===== config.mk =====
export PLATFORM = sky130hd
export DESIGN_NAME = result_drain
export DESIGN_NICKNAME = d
export VERILOG_FILES = /design/src/rtl/result_drain.sv
export SDC_FILE = /design/constraint.sdc
export NUM_CORES = 1
export LEC_CHECK = 0
export CAP_MARGIN = 30
export CORE_MARGIN = 2
export CORE_UTILIZATION = 50
export DETAILED_ROUTE_END_ITERATION = 12
export PLACE_DENSITY = 0.82
export SLEW_MARGIN = 20
export SYNTH_ARGS = -nofsm -noshare
export SYNTH_HDL_FRONTEND = slang
export SYNTH_SLANG_ARGS = --single-unit

===== constraint.sdc =====
create_clock -name clk -period 2.81 [get_ports clk]
set_clock_uncertainty 0.05 [all_clocks]
set_input_delay 0.4215 -clock clk [delete_from_list [all_inputs] [get_ports clk]]
set_output_delay 0.4215 -clock clk [all_outputs]
set_load 0.05 [all_outputs]

===== src/rtl/result_drain.sv =====
// result_drain: snapshots the N x N result matrix of the systolic array when
// `capture` pulses, then streams the elements out one per accepted beat over a
// valid/ready interface with out_idx / out_last sequencing.
// Optional macro RESULT_DRAIN_TRANSPOSE_EN switches the stream order from
// row-major to column-major (streams C^T); handshake and indices are unchanged.
module result_drain #(
   parameter int N  = 4,
   parameter int DW = 16
) (
   input  logic              clk,
   input  logic              rst,
   input  logic              capture,
   input  logic [N*N*DW-1:0] results_flat,
   output logic [DW-1:0]     out_data,
   output logic              out_valid,
   input  logic              out_ready,
   output logic [7:0]        out_idx,
   output logic              out_last,
   output logic              busy,
   output logic              capture_drop
);

   localparam int NE = N * N;
   localparam int AW = (NE > 1) ? $clog2(NE) : 1;
   localparam logic [7:0] LAST_IDX = 8'(NE - 1);

   typedef enum logic {
      IDLE,
      DRAIN
   } state_t;

   state_t        state_q, state_d;
   logic [7:0]    idx_q, idx_d;
   logic          drop_q, drop_d;
   logic [DW-1:0] snap_q [NE];
   logic [DW-1:0] snap_d [NE];
   logic [AW-1:0] elem_sel;
   logic          transfer;

   assign out_valid    = (state_q == DRAIN);
   assign busy         = (state_q == DRAIN);
   assign out_idx      = idx_q;
   assign out_last     = out_valid && (idx_q == LAST_IDX);
   assign capture_drop = drop_q;
   assign transfer     = out_valid && out_ready;
   assign out_data     = snap_q[elem_sel];

`ifdef RESULT_DRAIN_TRANSPOSE_EN
   logic [7:0] trans_sel;

   // Column-major order: stream index idx maps to element (idx % N, idx / N).
   always_comb begin
      trans_sel = (idx_q % 8'(N)) * 8'(N) + idx_q / 8'(N);
      elem_sel  = trans_sel[AW-1:0];
   end
`else
   // Row-major order: the stream index is the flat element index.
   assign elem_sel = idx_q[AW-1:0];
`endif

   // Next-state logic: accept a capture in IDLE, advance on each transfer in DRAIN.
   always_comb begin
      state_d = state_q;
      idx_d   = idx_q;
      drop_d  = 1'b0;
      snap_d  = snap_q;
      case (state_q)
         IDLE: begin
            if (capture) begin
               for (int i = 0; i < NE; i++) begin
                  snap_d[i] = results_flat[i*DW +: DW];
               end
               idx_d   = 8'd0;
               state_d = DRAIN;
            end
         end
         DRAIN: begin
            if (capture) begin
               drop_d = 1'b1;
            end
            if (transfer) begin
               if (idx_q == LAST_IDX) begin
                  idx_d   = 8'd0;
                  state_d = IDLE;
               end else begin
                  idx_d = idx_q + 8'd1;
               end
            end
         end
         default: begin
            state_d = IDLE;
            idx_d   = 8'd0;
         end
      endcase
   end

   // State, index, drop pulse and snapshot registers; reset wipes a drain in progress.
   always_ff @(posedge clk) begin
      if (rst) begin
         state_q <= IDLE;
         idx_q   <= 8'd0;
         drop_q  <= 1'b0;
         for (int i = 0; i < NE; i++) begin
            snap_q[i] <= '0;
         end
      end else begin
         state_q <= state_d;
         idx_q   <= idx_d;
         drop_q  <= drop_d;
         snap_q  <= snap_d;
      end
   end

endmodule


==> results of run 1 <==
metal layers:
metal / global-route usage, % / wire length, um / vias to the layer above
met5: 0 / 7 / -
met4: 12.7 / 1650 / 2
met3: 6.58 / 3020 / 95
met2: 47.8 / 16800 / 482
met1: 36.1 / 13700 / 4920
li1: - / - / 4882
kinds of logic (layout without fill, tap and decap cells):
kind of cell | after synthesis | in the layout | share of synthesized area [%]
adders and majority gates | 1 | 1 | 0.113
AOI/OAI and AO/OA | 303 | 303 | 14.3
muxes | 65 | 65 | 13.1
and+or+nand+nor | 562 | 562 | 19.5
xor gates and xnor gates | 1 | 1 | 0.0789
buffers and inverters | 110 | 362 | 4.98
DFF | 266 | 266 | 48.0
other | 0 | 3 | 0
sequential cells by signal (all words and copies together) (netlist names):
signal / cells
busy: 1
out_idx: 8
capture_drop: 1
snap_q: 256
synth_stat cells, drive strengths merged, types with 2 or more instances:
library cell  instances  share of area, %
nand2               519                18
dfxtp               266                48
a21oi               261                12
buf                  76               3.8
mux4                 64                13
clkbuf               34               1.1
o22ai                32               1.8
nor2                 23              0.78
and3                  4              0.23
nand2b                4              0.23
o21ai                 3              0.14
a211oi                2              0.25
a31oi                 2              0.11
and2                  2              0.11
nand3                 2             0.090
nor3                  2             0.090
or3                   2              0.11
area by class of cell:
cell class	instances	area (um2)	share of cell area [%]
antenna	3	7.51	0.0496
clock buffer	35	727	4.80
clock inverter	12	214	1.41
multi-input combinational	932	5300	35.0
sequential	266	5330	35.2
tap	280	350	2.31
timing repair buffer	315	3210	21.2
cell usage in the layout (no fill, tap or decap), drive strengths merged:
cell type      count
clkdlybuf4s50    269
xnor2              1
or2                1
nand2b             4
and2               2
nor3               2
nor2              23
nand2            519
inv                1
mux4              64
ha                 1
and3               4
buf               45
a21oi            261
clkbuf            36
nand3b             1
nand3              2
o21ai              3
a31oi              2
or3                2
dfxtp            266
a211oi             2
bufinv             6
nor2b              1
a22o               1
a41oi              1
clkinv             5
o22ai             32
a22oi              1
diode              3
mux2i              1
and4b              1
path summary, 6_finish.rpt:
path              cells past startpoint                  endpoint
setup / recovery                      5               out_data[5]
hold / removal                        3   snap_q[72]$_SDFFE_PP0P_
setup reg to reg                      4   snap_q[45]$_SDFFE_PP0P_
hold reg to reg                       2  snap_q[204]$_SDFFE_PP0P_
power groups by stage:
stage | Clock, mW | Combinational [mW] | Sequential, mW
after floorplan | 0 | 0.620 | 4.14
after global placement | 0 | 1.16 | 4.19
after detailed placement | 0 | 1.18 | 4.19
after CTS | 3.85 | 1.19 | 4.11
after global routing | 4.00 | 1.29 | 4.13
final | 3.84 | 1.20 | 4.12
stage by stage:
| step | power (mW) | setup slack [ps] | hold slack (ps) | TNS, ps | utilization [%] |
|---|---|---|---|---|---|
| after floorplan | 4.76 | 88.5 | 383 | 0 | - |
| after global placement | 5.35 | 443 | 388 | 0 | 64.6 |
| after detailed placement | 5.37 | 428 | 394 | 0 | 64.6 |
| after CTS | 9.15 | 12.3 | 388 | 0 | 69.1 |
| after global routing | 9.42 | -4.76 | 397 | -8.00 | 69.4 |
| final | 9.15 | 26.5 | 396 | 0 | 69.4 |
timing repair:
action	CTS	global route
setup buffers	2	2
gates resized for setup	5	7
endpoints found under the setup margin	13	7
critical path: cells and delay by family, from the launching register on:
family	cells	cell delay, ps
buf+inv	2	410
compound gates	1	270
simple gates	1	120
flops	1	450
mux	1	520
==> flow_summary.toml, run 1 <==
[status]
run_status = "finished clean"

[floorplan]
fp.dieW_um = 153
io_pins = 288
start_util_pct = 50.9
dieHeight_um = 153
die-area_um2 = 23400
coreArea_um2 = 21800
rows = 54

[worst_hold_path]
min_path_type = "in -> reg"
worstHoldStart = "results_flat[184]"

[grt]
grt_max_degree = 101
grt_first_pass_wirelength_mm = 53.9
grt-ovfl-total = 0
grtUsageTotal_pct = 28.8
antenna_found_initial = 4
grt_pass1_vias = 10200

[layout]
layout.nets = 1803
synthToLayoutAreaGrowth_pct = 36.4
final_area_um2 = 15100
fill_cells = 1651
drive_gt1_share_pct = 10.8
final_cells = 1843

[worst_setup_path]
worstPathCellList = "buf_12 > mux4_2 > o22ai_1 > nor2_1 > buf_4"
worstPathMaxFanout = 14
cp_data_arrival_time_ps = 2310
start_kind = "register"
crit_slowest_cell = "mux4_2"
critical_path.startpoint = "out_idx[1]$_SDFFE_PP0P_"
reg2reg_from = "busy$_SDFF_PP0_"
r2r_slack_ps = 930
critPathMaxStageDelay_ps = 520
cp.required_ps = 2340
path_class = "reg -> out"
cp-end-kind = "primary output"

[sta]
slew_headroom_pct = 53.8
rsz0062_at_grt = "yes"
setup_violations = 0
period_minus_slack_ps = 2780
finalHoldViolations = 0
worst_pin_slew_ps = 693
post-route-period-util_pct = 99.1
fmax_mhz = 359
maxSlewViolCount = 0

[placement]
placed_cell_area_um2 = 14100
port_buffers = 287
dp_hpwl_mm = 24.9
placed_cells = 1789
gp_congestion = 0.874

[logic_synthesis]
yosys_warnings = 0
syn_area_um2 = 11100
synthArstFlopShare_pct = 0
synth_cell_types = 32
syn_inst = 1308
synth.net_count = 1569
yosysSeqAreaShare_pct = 48.0
synth-edff-count = 0
syn_area_per_cell_um2 = 8.49
synth_flop_cell = "dfxtp_1"
synth-seq-cells = 266

[power]
p_sw_mw = 2.19
p_leak_nw = 5.56
pwr-share-comb_pct = 13.1
clkPwrFrac_pct = 41.9
power_switching_share_pct = 23.9
pwr-share-seq_pct = 45.0
p_per_area_nw_per_um2 = 604
ir_worst_vdd_v = 0.000415
p_int_mw = 6.96

[clock_network]
root_buffer = "clkbuf_16"
clkSlewWorstSetupHoldPaths_ps = 60
clock-sinks = 266
clk_path_buf_depth = 3
cts_max_level = 1
clk_latency_ps = 520
cts_tree = "yes"
postCtsHoldBufs = 0
cts_buffers = 27

[job]
max_cap_violations = 0

[route]
dr.pass1.iters = 5
first_iter_violations = 966
route.detailed.drc = 0
wire_per_inst_um = 19.0
vias_per_cell = 5.63
ant_nets = 0
vias = 10400
wl_mm = 35.1
(Power assumes the default switching activity.)
==> inputs of run 2 (changes only) <==
GPL_TIMING_DRIVEN = 0   (was unset)
==> flow_summary.toml, run 2 (same netlist as run 1, synthesis figures left out) <==
[layout]
largest_register_ff_count = 256
antennaDiodeCount = 0
final_cells = 1930
regMostFlops = "snap_q"
multi_input_comb_area_um2 = 5340
drive_gt1_share_pct = 14.1
final_area_um2 = 15500
register_area_um2 = 5330
mostFrequentLayoutCell = "nand2_1"
fill_cells = 1655
fin_util_pct = 71.0
layout.nets = 1892
mostFrequentLayoutCells = "518 x nand2_1, 270 x clkdlybuf4s50_1, 265 x dfxtp_1"
synthToLayoutAreaGrowth_pct = 39.6

[worst_setup_path]
crit_slowest_cell = "mux4_2"
cp_data_arrival_time_ps = 2380
start_kind = "register"
path_class = "reg -> out"
worstPathMaxFanout = 7
r2r_slack_ps = 1010
cp-end-kind = "primary output"
r2r.worst_path.cells = 6
r2r_end = "snap_q[86]$_SDFFE_PP0P_"
critPathMaxStageDelay_ps = 530
cp.required_ps = 2340
worstPathCellList = "buf_12 > buf_4 > mux4_2 > o22ai_2 > nor2_1 > clkbuf_4"
reg2reg_from = "busy$_SDFF_PP0_"

[power]
ir_worst_vdd_v = 0.000383
p_leak_nw = 5.80
finalPower_mw = 8.96
p_per_area_nw_per_um2 = 578

[floorplan]
die-area_um2 = 23400
dieHeight_um = 153
start_util_pct = 50.9
io_pins = 288
fp.dieW_um = 153
rows = 54
coreArea_um2 = 21800

[placement]
place_ws_ps = -364
dp_hpwl_mm = 29.1
placed_cell_area_um2 = 14300
port_buffers = 287
placed_cells = 1875
gp_congestion = 0.937

[sta]
finalHoldViolations = 0
slew_headroom_pct = 57.4
worst_pin_slew_ps = 639
worst_slack_ps = -41.4
hold_ws_ps = 378
period_minus_slack_ps = 2850
fmax_mhz = 351
maxSlewViolCount = 0
tns_ps = -115
post-route-period-util_pct = 101
setup_violations = 3
rsz0062_at_grt = "yes"

[grt]
grt-ovfl-total = 0
grt_pass1_vias = 11000
antenna_found_initial = 0
grt_max_degree = 14
grtUsageTotal_pct = 31.7
grt_first_pass_wirelength_mm = 58.2

[clock_network]
cts_buffers = 27
cts_max_level = 1
clock-sinks = 266
clkSlewWorstSetupHoldPaths_ps = 60
clk_latency_ps = 540
clk_path_buf_depth = 3
cts_tree = "yes"
root_buffer = "clkbuf_16"

[job]
max_cap_violations = 0

[route]
wl_mm = 39.3
wire_per_inst_um = 20.4
route.detailed.drc = 0
ant_nets = 0
first_iter_violations = 972
dr.pass1.iters = 5
vias_per_cell = 5.73
vias = 11100

[worst_hold_path]
hold_depth = 3
whs_endpoint = "snap_q[249]$_SDFFE_PP0P_"
min_path_type = "in -> reg"
worstHoldStart = "results_flat[9]"

[status]
failed_checks = "setup timing"
run_status = "finished with violations"
==> run 2: cell count changes in the layout (fill, tap and decap cells not counted), moves of 4 or more <==
| cell | previous run | this run |
|---|---|---|
| clkbuf_4 | 0 | 5 |
| o22ai_2 | 8 | 12 |
| clkbuf_8 | 1 | 8 |
| bufinv_16 | 6 | 1 |
| o22ai_1 | 23 | 18 |
| buf_12 | 13 | 5 |
| buf_4 | 32 | 16 |
| clkbuf_1 | 7 | 35 |
| buf_6 | 0 | 8 |
| buf_2 | 0 | 65 |
==> run 2: final cells by class <==
type                            instances  area share [%]
Buffer                                107            4.14
Clock buffer                           42            5.24
Clock inverter                          6           0.388
Multi-Input combinational cell        932            34.5
Sequential cell                       266            34.4
Tap cell                              280            2.26
Timing Repair Buffer                  297            19.1
==> run 2: how the worst max path moves through the flow <==
| stage | start | end | slack [ps] | cells after the start |
|---|---|---|---|---|
| after detailed placement | out_idx[3]$_SDFFE_PP0P_ | out_data[5] | -360 | 7 |
| after floorplan | out_idx[3]$_SDFFE_PP0P_ | out_data[10] | 90 | 6 |
| final | out_idx[1]$_SDFFE_PP0P_ | out_data[14] | -40 | 6 |
| after global placement | out_idx[3]$_SDFFE_PP0P_ | out_data[5] | -380 | 7 |
| after global routing | out_idx[1]$_SDFFE_PP0P_ | out_data[14] | -50 | 6 |
| after CTS | out_idx[1]$_SDFFE_PP0P_ | out_data[14] | -20 | 6 |
==> run 2: worst max-delay path, delay by kind of cell (launching register included) <==
kind	cells	cell delay (ps)
muxes	1	530
buffers and inverters	3	530
and+or+nand+nor	1	80
AOI/OAI and AO/OA	1	270
DFF	1	410
==> run 2: report_power, final <==
group / leakage (nW) / internal, mW / total [mW] / switching [mW]
Sequential: 2.18 / 3.98 / 4.11 / 0.124
Clock: 0.425 / 2.07 / 3.56 / 1.49
Combinational: 3.19 / 0.634 / 1.30 / 0.663
Total: 5.80 / 6.68 / 8.96 / 2.28
==> run 2: repair_timing <==
action | 4_1_cts | 5_1_grt
gates resized for setup | 117 | 30
endpoints found under the setup margin | 17 | 16
cloned | 0 | 3
hold buffers | 0 | 0
setup buffers | 2 | 5
==> run 2: layer usage <==
| layer | routed length, um | GRT usage [%] | share of wire (%) |
|---|---|---|---|
| met3 | 3470 | 5.67 | 8.8 |
| met4 | 2160 | 15.6 | 5.5 |
| met2 | 19000 | 54.5 | 48 |
| met1 | 14700 | 38.6 | 37 |
| met5 | 0 | 0 | 0 |
